[src/rtl/spi_pkg.sv]
// Shared types and edge-classification helpers for the SPI slave endpoint.
package spi_pkg;

  localparam int unsigned SPI_WORD_SIZE_W = 5;

  typedef struct packed {
    logic cpol;
    logic cpha;
  } spi_mode_t;

  typedef enum logic {
    ST_IDLE,
    ST_ACTIVE
  } spi_state_t;

  // Leading edge leaves the CPOL idle level, trailing edge returns to it.
  function automatic logic is_sample_edge(spi_mode_t mode, logic rise, logic fall);
    logic leading;
    logic trailing;
    leading  = mode.cpol ? fall : rise;
    trailing = mode.cpol ? rise : fall;
    return mode.cpha ? trailing : leading;
  endfunction

  function automatic logic is_shift_edge(spi_mode_t mode, logic rise, logic fall);
    logic leading;
    logic trailing;
    leading  = mode.cpol ? fall : rise;
    trailing = mode.cpol ? rise : fall;
    return mode.cpha ? leading : trailing;
  endfunction

endpackage

[src/rtl/spi_slave_if.sv]
// Local-side tx/rx holding-register handshakes of the SPI slave.
interface spi_slave_if #(
  parameter int unsigned MAX_WORD_SIZE = 32
);
  logic [MAX_WORD_SIZE-1:0] txData;
  logic                     txValid;
  logic                     txReady;
  logic [MAX_WORD_SIZE-1:0] rxData;
  logic                     rxValid;
  logic                     rxReady;

  modport slave (
    input  txData, txValid, rxReady,
    output txReady, rxData, rxValid
  );

  modport master (
    output txData, txValid, rxReady,
    input  txReady, rxData, rxValid
  );
endinterface

[src/rtl/spi_pin_sync.sv]
// Multi-stage synchronizer for an asynchronous pin with rise/fall detection.
module spi_pin_sync #(
  parameter int unsigned SYNC_STAGES = 2,
  parameter logic        RESET_VALUE = 1'b0
) (
  input  logic clock,
  input  logic reset,
  input  logic pin,
  output logic level,
  output logic rise,
  output logic fall
);

  logic [SYNC_STAGES-1:0] stages;
  logic                   prev;

  always_ff @(posedge clock or negedge reset) begin
    if (!reset) begin
      stages <= {SYNC_STAGES{RESET_VALUE}};
      prev   <= RESET_VALUE;
    end else begin
      stages <= {stages[SYNC_STAGES-2:0], pin};
      prev   <= stages[SYNC_STAGES-1];
    end
  end

  assign level = stages[SYNC_STAGES-1];
  assign rise  = level & ~prev;
  assign fall  = ~level & prev;

endmodule

[src/rtl/spi_slave.sv]
// SPI slave endpoint: oversampled pins, all CPOL/CPHA modes, 1..MAX_WORD_SIZE bit words.
module spi_slave
  import spi_pkg::*;
#(
  parameter int unsigned MAX_WORD_SIZE = 32,
  parameter int unsigned SYNC_STAGES   = 2
) (
  input  logic                       clock,
  input  logic                       reset,
  input  logic                       enable,
  input  logic                       sclkPolarity,
  input  logic                       sclkPhase,
  input  logic [SPI_WORD_SIZE_W-1:0] wordSize,
  spi_slave_if.slave                 bus,
  output logic                       busy,
  output logic                       txUnderrun,
  output logic                       rxOverrun,
  input  logic                       nCS,
  input  logic                       SCLK,
  input  logic                       MOSI,
  output logic                       MISO,
  output logic                       misoOe
);

  logic ncs_level, ncs_fall, ncs_rise_unused;
  logic sclk_rise, sclk_fall, sclk_level_unused;
  logic mosi_level, mosi_rise_unused, mosi_fall_unused;

  spi_pin_sync #(.SYNC_STAGES(SYNC_STAGES), .RESET_VALUE(1'b1)) u_ncs_sync (
    .clock(clock), .reset(reset), .pin(nCS),
    .level(ncs_level), .rise(ncs_rise_unused), .fall(ncs_fall)
  );

  spi_pin_sync #(.SYNC_STAGES(SYNC_STAGES), .RESET_VALUE(1'b0)) u_sclk_sync (
    .clock(clock), .reset(reset), .pin(SCLK),
    .level(sclk_level_unused), .rise(sclk_rise), .fall(sclk_fall)
  );

  spi_pin_sync #(.SYNC_STAGES(SYNC_STAGES), .RESET_VALUE(1'b0)) u_mosi_sync (
    .clock(clock), .reset(reset), .pin(MOSI),
    .level(mosi_level), .rise(mosi_rise_unused), .fall(mosi_fall_unused)
  );

  spi_state_t state_q, state_d;

  spi_mode_t                  mode_q;
  logic [SPI_WORD_SIZE_W-1:0] ws_q;
  logic [SPI_WORD_SIZE_W-1:0] bit_cnt;
  logic [MAX_WORD_SIZE-1:0]   tx_shift;
  logic [MAX_WORD_SIZE-1:0]   hold;
  logic [MAX_WORD_SIZE-1:0]   rx_shift;
  logic [MAX_WORD_SIZE-1:0]   rx_next;
  logic [MAX_WORD_SIZE-1:0]   rx_word;
  logic [MAX_WORD_SIZE-1:0]   word_mask;
  logic [MAX_WORD_SIZE-1:0]   rx_data_q;
  logic                       rx_valid_q;
  logic                       hold_full;
  logic                       skip_shift;
  logic                       frame_start, active_run;
  logic                       sample_edge, shift_edge, word_done;
  logic                       tx_load, tx_write;

  always_ff @(posedge clock or negedge reset) begin
    if (!reset) state_q <= ST_IDLE;
    else        state_q <= state_d;
  end

  always_comb begin
    state_d = state_q;
    unique case (state_q)
      ST_IDLE:   if (ncs_fall && enable) state_d = ST_ACTIVE;
      ST_ACTIVE: if (ncs_level || !enable) state_d = ST_IDLE;
      default:   state_d = ST_IDLE;
    endcase
  end

  always_comb begin
    busy        = (state_q == ST_ACTIVE);
    misoOe      = busy;
    bus.txReady = !hold_full;
  end

  // Edges coinciding with frame exit are dropped so an abort leaves no trace.
  assign frame_start = (state_q == ST_IDLE) && (state_d == ST_ACTIVE);
  assign active_run  = (state_q == ST_ACTIVE) && (state_d == ST_ACTIVE);
  assign sample_edge = active_run && is_sample_edge(mode_q, sclk_rise, sclk_fall);
  assign shift_edge  = active_run && is_shift_edge(mode_q, sclk_rise, sclk_fall);
  assign word_done   = sample_edge && (bit_cnt == ws_q);
  assign tx_load     = frame_start || word_done;
  assign tx_write    = bus.txValid && !hold_full;

  always_comb begin
    word_mask = '0;
    for (int unsigned i = 0; i < MAX_WORD_SIZE; i++) word_mask[i] = (i <= 32'(ws_q));
  end

  assign rx_next     = (rx_shift << 1) | MAX_WORD_SIZE'(mosi_level);
  assign rx_word     = rx_next & word_mask;
  assign bus.rxData  = rx_data_q;
  assign bus.rxValid = rx_valid_q;

  always_ff @(posedge clock or negedge reset) begin
    if (!reset) begin
      mode_q     <= '0;
      ws_q       <= '0;
      bit_cnt    <= '0;
      tx_shift   <= '0;
      hold       <= '0;
      hold_full  <= 1'b0;
      skip_shift <= 1'b0;
      rx_shift   <= '0;
      rx_data_q  <= '0;
      rx_valid_q <= 1'b0;
      txUnderrun <= 1'b0;
      rxOverrun  <= 1'b0;
      MISO       <= 1'b0;
    end else begin
      txUnderrun <= 1'b0;
      rxOverrun  <= 1'b0;
      MISO       <= busy ? tx_shift[ws_q] : 1'b0;

      if (rx_valid_q && bus.rxReady) rx_valid_q <= 1'b0;

      if (frame_start) begin
        mode_q.cpol <= sclkPolarity;
        mode_q.cpha <= sclkPhase;
        ws_q        <= wordSize;
        bit_cnt     <= '0;
        rx_shift    <= '0;
      end else if (sample_edge) begin
        if (word_done) begin
          bit_cnt  <= '0;
          rx_shift <= '0;
          if (!rx_valid_q) begin
            rx_data_q  <= rx_word;
            rx_valid_q <= 1'b1;
          end else begin
            rxOverrun <= 1'b1;
          end
        end else begin
          bit_cnt  <= bit_cnt + 1'b1;
          rx_shift <= rx_next;
        end
      end

      // CPHA=0 frame start presents the MSB immediately; every other load
      // waits out the shift edge that would otherwise discard it.
      if (tx_load) begin
        tx_shift   <= hold_full ? hold : '0;
        txUnderrun <= !hold_full;
        hold_full  <= 1'b0;
        skip_shift <= frame_start ? sclkPhase : 1'b1;
      end else if (shift_edge) begin
        if (skip_shift) skip_shift <= 1'b0;
        else            tx_shift   <= tx_shift << 1;
      end

      if (tx_write) begin
        hold      <= bus.txData;
        hold_full <= 1'b1;
      end
    end
  end

endmodule

[src/flat_wrapper.sv]
// flat-port wrapper written by rule: the top's interface ports become plain ports
module spi_slave_flat import spi_pkg::*;
#(
  parameter int unsigned MAX_WORD_SIZE = 32,
  parameter int unsigned SYNC_STAGES   = 2
)
  (clock, reset, enable, sclkPolarity, sclkPhase, wordSize, busy, txUnderrun, rxOverrun, nCS, SCLK, MOSI, MISO, misoOe, bus_txData, bus_txValid, bus_rxReady, bus_txReady, bus_rxData, bus_rxValid);
  spi_slave_if #(.MAX_WORD_SIZE(MAX_WORD_SIZE)) bus_i ();
  input  logic clock;
  input  logic reset;
  input  logic enable;
  input  logic sclkPolarity;
  input  logic sclkPhase;
  input  logic [SPI_WORD_SIZE_W-1:0] wordSize;
  output logic busy;
  output logic txUnderrun;
  output logic rxOverrun;
  input  logic nCS;
  input  logic SCLK;
  input  logic MOSI;
  output logic MISO;
  output logic misoOe;
  input wire logic [$bits(bus_i.txData)-1:0] bus_txData;
  input wire logic [$bits(bus_i.txValid)-1:0] bus_txValid;
  input wire logic [$bits(bus_i.rxReady)-1:0] bus_rxReady;
  output wire logic [$bits(bus_i.txReady)-1:0] bus_txReady;
  output wire logic [$bits(bus_i.rxData)-1:0] bus_rxData;
  output wire logic [$bits(bus_i.rxValid)-1:0] bus_rxValid;
  assign bus_i.txData = bus_txData;
  assign bus_i.txValid = bus_txValid;
  assign bus_i.rxReady = bus_rxReady;
  assign bus_txReady = bus_i.txReady;
  assign bus_rxData = bus_i.rxData;
  assign bus_rxValid = bus_i.rxValid;
  spi_slave #(.MAX_WORD_SIZE(MAX_WORD_SIZE), .SYNC_STAGES(SYNC_STAGES)) u_core (.clock(clock), .reset(reset), .enable(enable), .sclkPolarity(sclkPolarity), .sclkPhase(sclkPhase), .wordSize(wordSize), .bus(bus_i), .busy(busy), .txUnderrun(txUnderrun), .rxOverrun(rxOverrun), .nCS(nCS), .SCLK(SCLK), .MOSI(MOSI), .MISO(MISO), .misoOe(misoOe));
endmodule
[config.mk]
export PLATFORM = sky130hd
export DESIGN_NAME = spi_slave_flat
export DESIGN_NICKNAME = d
export VERILOG_FILES = /design/src/rtl/spi_pkg.sv /design/src/rtl/spi_slave_if.sv /design/src/rtl/spi_pin_sync.sv /design/src/rtl/spi_slave.sv /design/src/flat_wrapper.sv
export SDC_FILE = /design/constraint.sdc
export NUM_CORES = 1
export LEC_CHECK = 0
export CORE_AREA = 2 2 169 171
export CTS_BUF_LIST = sky130_fd_sc_hd__clkbuf_8
export DETAILED_ROUTE_END_ITERATION = 16
export DIE_AREA = 0 0 171 173
export DONT_BUFFER_PORTS = 1
export GPL_ROUTABILITY_DRIVEN = 0
export PLACE_DENSITY_LB_ADDON = 0.1
export SLEW_MARGIN = 20
export SYNTH_ARGS = -nofsm -noshare
export SYNTH_HDL_FRONTEND = slang
export SYNTH_SLANG_ARGS = --single-unit
[constraint.sdc]
create_clock -name clock -period 4.23 [get_ports clock]
set_input_delay 0.846 -clock clock [delete_from_list [all_inputs] [get_ports clock]]
set_output_delay 0.846 -clock clock [all_outputs]
set_load 0.01 [all_outputs]
; Word-level counts from Yosys, hierarchy flattened
; Index checks and enable logic that the tools add are counted.
[word_totals]
output_inout_bits = 39
in_bits = 47
ff_bits = 154
elab_cells = 118
[classes]
n_mux = 35
bitwise = 11
reduce_logical = 17
addsub = 1
magnitude_cmp = 32
eq_ne = 2
[op_table]
columns = operator, count
row1 = $mux 32, 4
row2 = $mux 31, 3
row3 = $le 5x5->1 const A, 16
row4 = $le 4x5->1 const A, 8
row5 = $and 32x32->32, 1
row6 = $or 32x1->32, 1
row7 = $mux 1, 23
row8 = $le 3x5->1 const A, 4
row9 = $mux 5, 3
row10 = $le 2x5->1 const A, 2
row11 = $logic_and 1x1->1, 8
row12 = $lt 5x6->1 const B, 1
row13 = $not 1->1, 6
row14 = $reduce_bool 2->1, 3
row15 = $add 5x1->5 const B, 1
row16 = $bmux 1 s5, 1
row17 = $eq 5x5->1, 1
row18 = $le 1x5->1 const A, 1
row19 = $reduce_and 4->1, 1
row20 = $and 1x1->1, 3
row21 = $logic_not 1->1, 2
row22 = $logic_or 1x1->1, 2
row23 = $ne 2x2->1 const B, 1
row24 = $pmux 1 s2, 1
row25 = $reduce_and 2->1, 1

; Logic depth before layout (Yosys ltp)
[depth]
depth_word = 11
ltp_mapped = 8
depth_no_buf = 5

; Cells and area by module
; Synthesis repeated with hierarchy kept, for this count alone.
[hier_totals]
hier_cells = 544
area_unflattened_um2 = 6960.4
[by_module_without_submodules]
columns = module, area_each_um2, cells_each, seq_area_each_um2, instances
row1 = spi_slave, 6686.4, 529, 3653.5, 1
row2 = spi_pin_sync at u_core.u_mosi_sync ..., 90.1, 5, 75.1, 2
row3 = spi_pin_sync at u_core.u_ncs_sync, 93.8, 5, 78.8, 1

; Worst setup path after synthesis
; No wires, ideal clock.
[synth_path]
path_kind = input to register
startpoint = input port enable
endpoint = register u_core.tx_shift[21]
path_stages = 5
arrival_ns = 2.085
setup_slack_ns = 2.018
setup_ns = 0.126
path_buffers = 2
t_required_ns = 4.104
cell_sequence = or4bb_1 -> clkbuf_1 -> and2_1 -> buf_6 -> a311o_1
[synth_via]
elab_chain_len = 10
word_cells_on_any_way = 16
classes_between = eq/ne: 1 / mux: 4 / reduce/logical: 11
[synth_rtl]
columns = item, line_no
row1 = start: declaration, flat_wrapper.sv:11  ; input logic enable;
row2 = $logic_not 1->1, spi_slave.sv:72  ; ST_ACTIVE: if (ncs_level || !enable) state_d = ST_IDLE;
row3 = $logic_or 1x1->1, spi_slave.sv:72
row4 = $mux 1, spi_slave.sv:72
row5 = $pmux 1 s2 *, spi_slave.sv:70  ; unique case (state_q)
row6 = $logic_and 1x1->1, spi_slave.sv:85  ; assign active_run = (state_q == ST_ACTIVE) && (state_d == ST_ACTIVE);
row7 = $logic_and 1x1->1, spi_slave.sv:86  ; assign sample_edge = active_run && is_sample_edge(mode_q, sclk_rise, sclk_fall);
row8 = $logic_and 1x1->1, spi_slave.sv:88  ; assign word_done = sample_edge && (bit_cnt == ws_q);
row9 = $logic_or 1x1->1, spi_slave.sv:89  ; assign tx_load = frame_start || word_done;
row10 = $ne 2x2->1 (no source line) / $reduce_bool 2->1 (equally long branches), n/a
row11 = $reduce_and 2->1 (no source line), n/a
row12 = end signal: assignment, spi_slave.sv:149  ; tx_shift <= hold_full ? hold : '0;
row13 = end signal: assignment, spi_slave.sv:155  ; else tx_shift <= tx_shift << 1;
row14 = end: declaration, spi_slave.sv:49  ; logic [MAX_WORD_SIZE-1:0] tx_shift;
; Mark *: on every way between the ends. The rest lies on a longest branch, timed or not.
; A chain may end at the register's enable or synchronous reset.

; Final worst setup path
[layout_path]
startpoint = register u_core.ws_q[4]
endpoint = register u_core.hold_full
[layout_via]
elab_chain_len = 4
[layout_rtl]
columns = item, line_no
row1 = start: declaration, spi_slave.sv:47  ; logic [SPI_WORD_SIZE_W-1:0] ws_q;
row2 = start signal: assignment, spi_slave.sv:127  ; ws_q <= wordSize;
row3 = $eq 5x5->1, spi_slave.sv:88
row4 = $logic_and 1x1->1, spi_slave.sv:88
row5 = $logic_or 1x1->1, spi_slave.sv:89
row6 = $reduce_bool 2->1 (no source line), n/a
row7 = end signal: assignment, spi_slave.sv:109  ; hold_full <= 1'b0;
row8 = end signal: assignment, spi_slave.sv:151  ; hold_full <= 1'b0;
row9 = end signal: assignment, spi_slave.sv:160  ; hold_full <= 1'b1;
row10 = end: declaration, spi_slave.sv:57  ; logic hold_full;
; Every way passes these cells.

==> impl_results.md <==
- Status: completed
- ANT nets after route: 0
- Flops & latches, synth: ~150
- Worst min path class: primary input to asynchronous set/reset pin
- Total Wirelength: 16.4 mm
- Die ar.: slightly below 30,000 sq um
- Routed len/inst: 17.6 um
- Tmin final: just under 3000 ps
- Final period util: ~70%
- Deepest clock path buffer count: 2
- Largest net degree at the start of global routing: 155
- Cts-stage hold buffer count: 0
- Post-Syn Area: 6830 sq um
- Area Growth Syn to Fin: 10.8%
- Max stage delay on crit path: between 900 and 1000 ps
- Power per cell area: 528 nW/um^2
- Primary FF master, synth: dfrtp_1
- Peak fanout along the critical path: 29
- Slowest cell on crit path: dfrtp_1
- Mapped Nets: 605
- RSZ-0062 raised after global routing: false
- Global-route wire length before repair: 26.6 mm
- # port buffers: 0
- Fmax: about 340 MHz
- TritonCTS clock tree: yes
- Layout cell share with drive strength beyond 1: a little under a fifth
- Initial antenna violation count: 2
- Final WS setup: 1260 ps
- DRT Pass-1 Iters: 4
- Final HPWL DP: approximately 11 mm
- Post-CTS Repair Setup Buffers: 0
- Final setup TNS: 0 ps
- Setup slack at placement: ~1200 ps
- CP Capture Type: register
- Worst-path clk slew: ~90 ps
- Nets: ~590
- Slew @ Worst Pin: around 920 ps
- Maximum vdd ir drop: roughly 0.21 mV
- Initial DRC Count: ~210
- Via count: 4,191
- Grt total ovfl: 0
- Synth Instances: approximately 560
- Post_cts resized: 0
- Layout Cells excl Fill: 934
- Final Setup Violations: 0
- Vias per inst: roughly 4.5
- Clock root cell: clkbuf_8
- Critical path launch point type: register
- Crit path DAT: approximately 3300 ps
- Die height: roughly 170 um
- GRT Total Usage: 11.7%
- Cts bufs inserted: 17
- Cell Chain, Critical Path: xor2_1 -> nor3_1 -> nand4bb_1 -> and2_2 -> buf_4 -> a21o_1
- Number of distinct library cells after synthesis: 47
- Post-synthesis sequential area ratio: around 56%
- Final Hold Vio Count: 0
- Final worst clock skew: about 17 ps
- Static Leak: approximately 3.7 nW
- Slew Limit Fails: 0
- Yosys warns: 0
- Cell Rows: between 60 and 70
- WP data required: about 4600 ps
- H-Tree Depth: 4
- Vias in the first global route: 4,587
- Relative slew slack: approximately 39%
- Skew-Pair Late Insertion Delay: 440 ps
- CTS Sinks: 154
- Post-synth EDFFs: 0
- Most frequent cells in the layout: 151 x dfrtp_1, 69 x mux2i_1, 62 x nand2_1
- Ys async rst share: between 90% and 100%
- Max-cap viol count: 0
- Core Region: ~28,000 sq um
- Commonest non-fill, non-tap cell in the layout: dfrtp_1
- Die W: 171 um
- Fillers: between 2,000 and 3,000
- DRC violations left: 0
- IO Pins: 86
- Mean Syn Cell Area: about 12 sq um
- Initial core utilization: around a quarter
- Inst Count DP: around 900
- Kind of critical path: register to register
flip-flops by register name, indices dropped and copies added, names as in the netlist, 2 cells and up:
name,cells
u_core.tx_shift,32
u_core.ws_q,5
u_core.bit_cnt,5
u_core.u_ncs_sync.stages,2
u_core.mode_q,2
u_core.rx_shift,31
u_core.u_mosi_sync.stages,2
u_core.bus.rxData,32
u_core.hold,32
u_core.u_sclk_sync.stages,2
kinds of logic (layout without fill, tap and decap cells):
logic type	count (synthesis)	count (layout)	share of synthesized area, %
muxes	125	125	20.4
other	0	1	0
xor gates and xnor gates	9	9	1.15
buffers and inverters	56	54	3.90
adders and majority gates	1	1	0.183
AOI/OAI and AO/OA	90	90	9.69
and+or+nand+nor	122	122	8.22
DFF	154	154	56.5
worst paths after layout:
path | start | to | slack, ps | depth (start not counted)
min in group clock | u_core.u_ncs_sync.stages[0] | u_core.u_ncs_sync.stages[1] | 360 | 0
max | u_core.ws_q[4] | u_core.hold_full | 1260 | 6
min reg2reg | u_core.u_ncs_sync.stages[0] | u_core.u_ncs_sync.stages[1] | 360 | 0
max in group asynchronous | reset | u_core.skip_shift | 3750 | 0
min | reset | u_core.bus.rxData[16] | 100 | 0
max reg2reg | u_core.ws_q[4] | u_core.hold_full | 1260 | 6
cell type report:
class                      count  area, sq um  area share (%)
antenna                        1         2.50          0.0331
clock buffer                  19          262            3.46
clock inverter                12          124            1.64
inverter                      12         45.0           0.595
multi-input combinational    347         2720            36.0
sequential                   154         3860            51.0
tap                          378          473            6.25
timing repair buffer          11         82.6            1.09
layer usage:
| metal | track usage (%) | up-vias | share of wire [%] |
|---|---|---|---|
| met5 | 0 | - | 0.098 |
| met4 | 3.53 | 2 | 1.4 |
| met3 | 3.20 | 13 | 4.6 |
| met2 | 18.5 | 80 | 48 |
| met1 | 15.5 | 2130 | 46 |
| li1 | - | 1966 | - |
power breakdown:
part / switching (mW) / internal (mW) / total (mW)
clock network: 0.558 / 0.550 / 1.11
logic: 0.379 / 0.427 / 0.807
registers: 0.274 / 1.81 / 2.08
total: 1.21 / 2.78 / 4.00
worst max-delay path, delay by kind of cell, from the launching register on:
kind | cells | cell delay (ps)
xor gates and xnor gates | 1 | 150
AOI/OAI and AO/OA | 1 | 200
buffers and inverters | 1 | 320
and+or+nand+nor | 3 | 1260
DFF | 1 | 950
synth_stat cells, drive strengths merged, types with 2 or more instances:
library cell  count  share of area, %
dfrtp           151                55
mux2i            69                10
nand2            62               3.4
mux2             50               8.3
a22o             32               4.1
buf              22               2.0
clkbuf           22               1.2
o21ai            21               1.5
nor2             18              0.99
inv              12              0.66
nand3             9              0.66
o31ai             9              0.99
xor2              9               1.2
a21oi             7              0.51
and3              6              0.55
mux4              6               2.0
nor3              6              0.44
a21boi            5              0.60
and2              5              0.46
nand2b            4              0.37
nand4             4              0.37
o41ai             4              0.51
dfstp             3               1.2
a21o              2              0.22
a22oi             2              0.22
nor3b             2              0.22
o2111ai           2              0.26
through the flow:
step | total power, mW | hold WS, ps | instance area, sq um | utilization, %
final | 4.00 | 98.6 | 7570 | 27.4
after global routing | 4.28 | 48.8 | 7570 | 27.4
after CTS | 4.08 | 59.3 | 7570 | 27.4
after detailed placement | 2.95 | 348 | 7180 | 26.0
after global placement | 2.94 | 340 | 7180 | 26.0
after floorplan | 2.69 | 331 | 6830 | -
No activity file was read; power rests on OpenSTA's default activity.
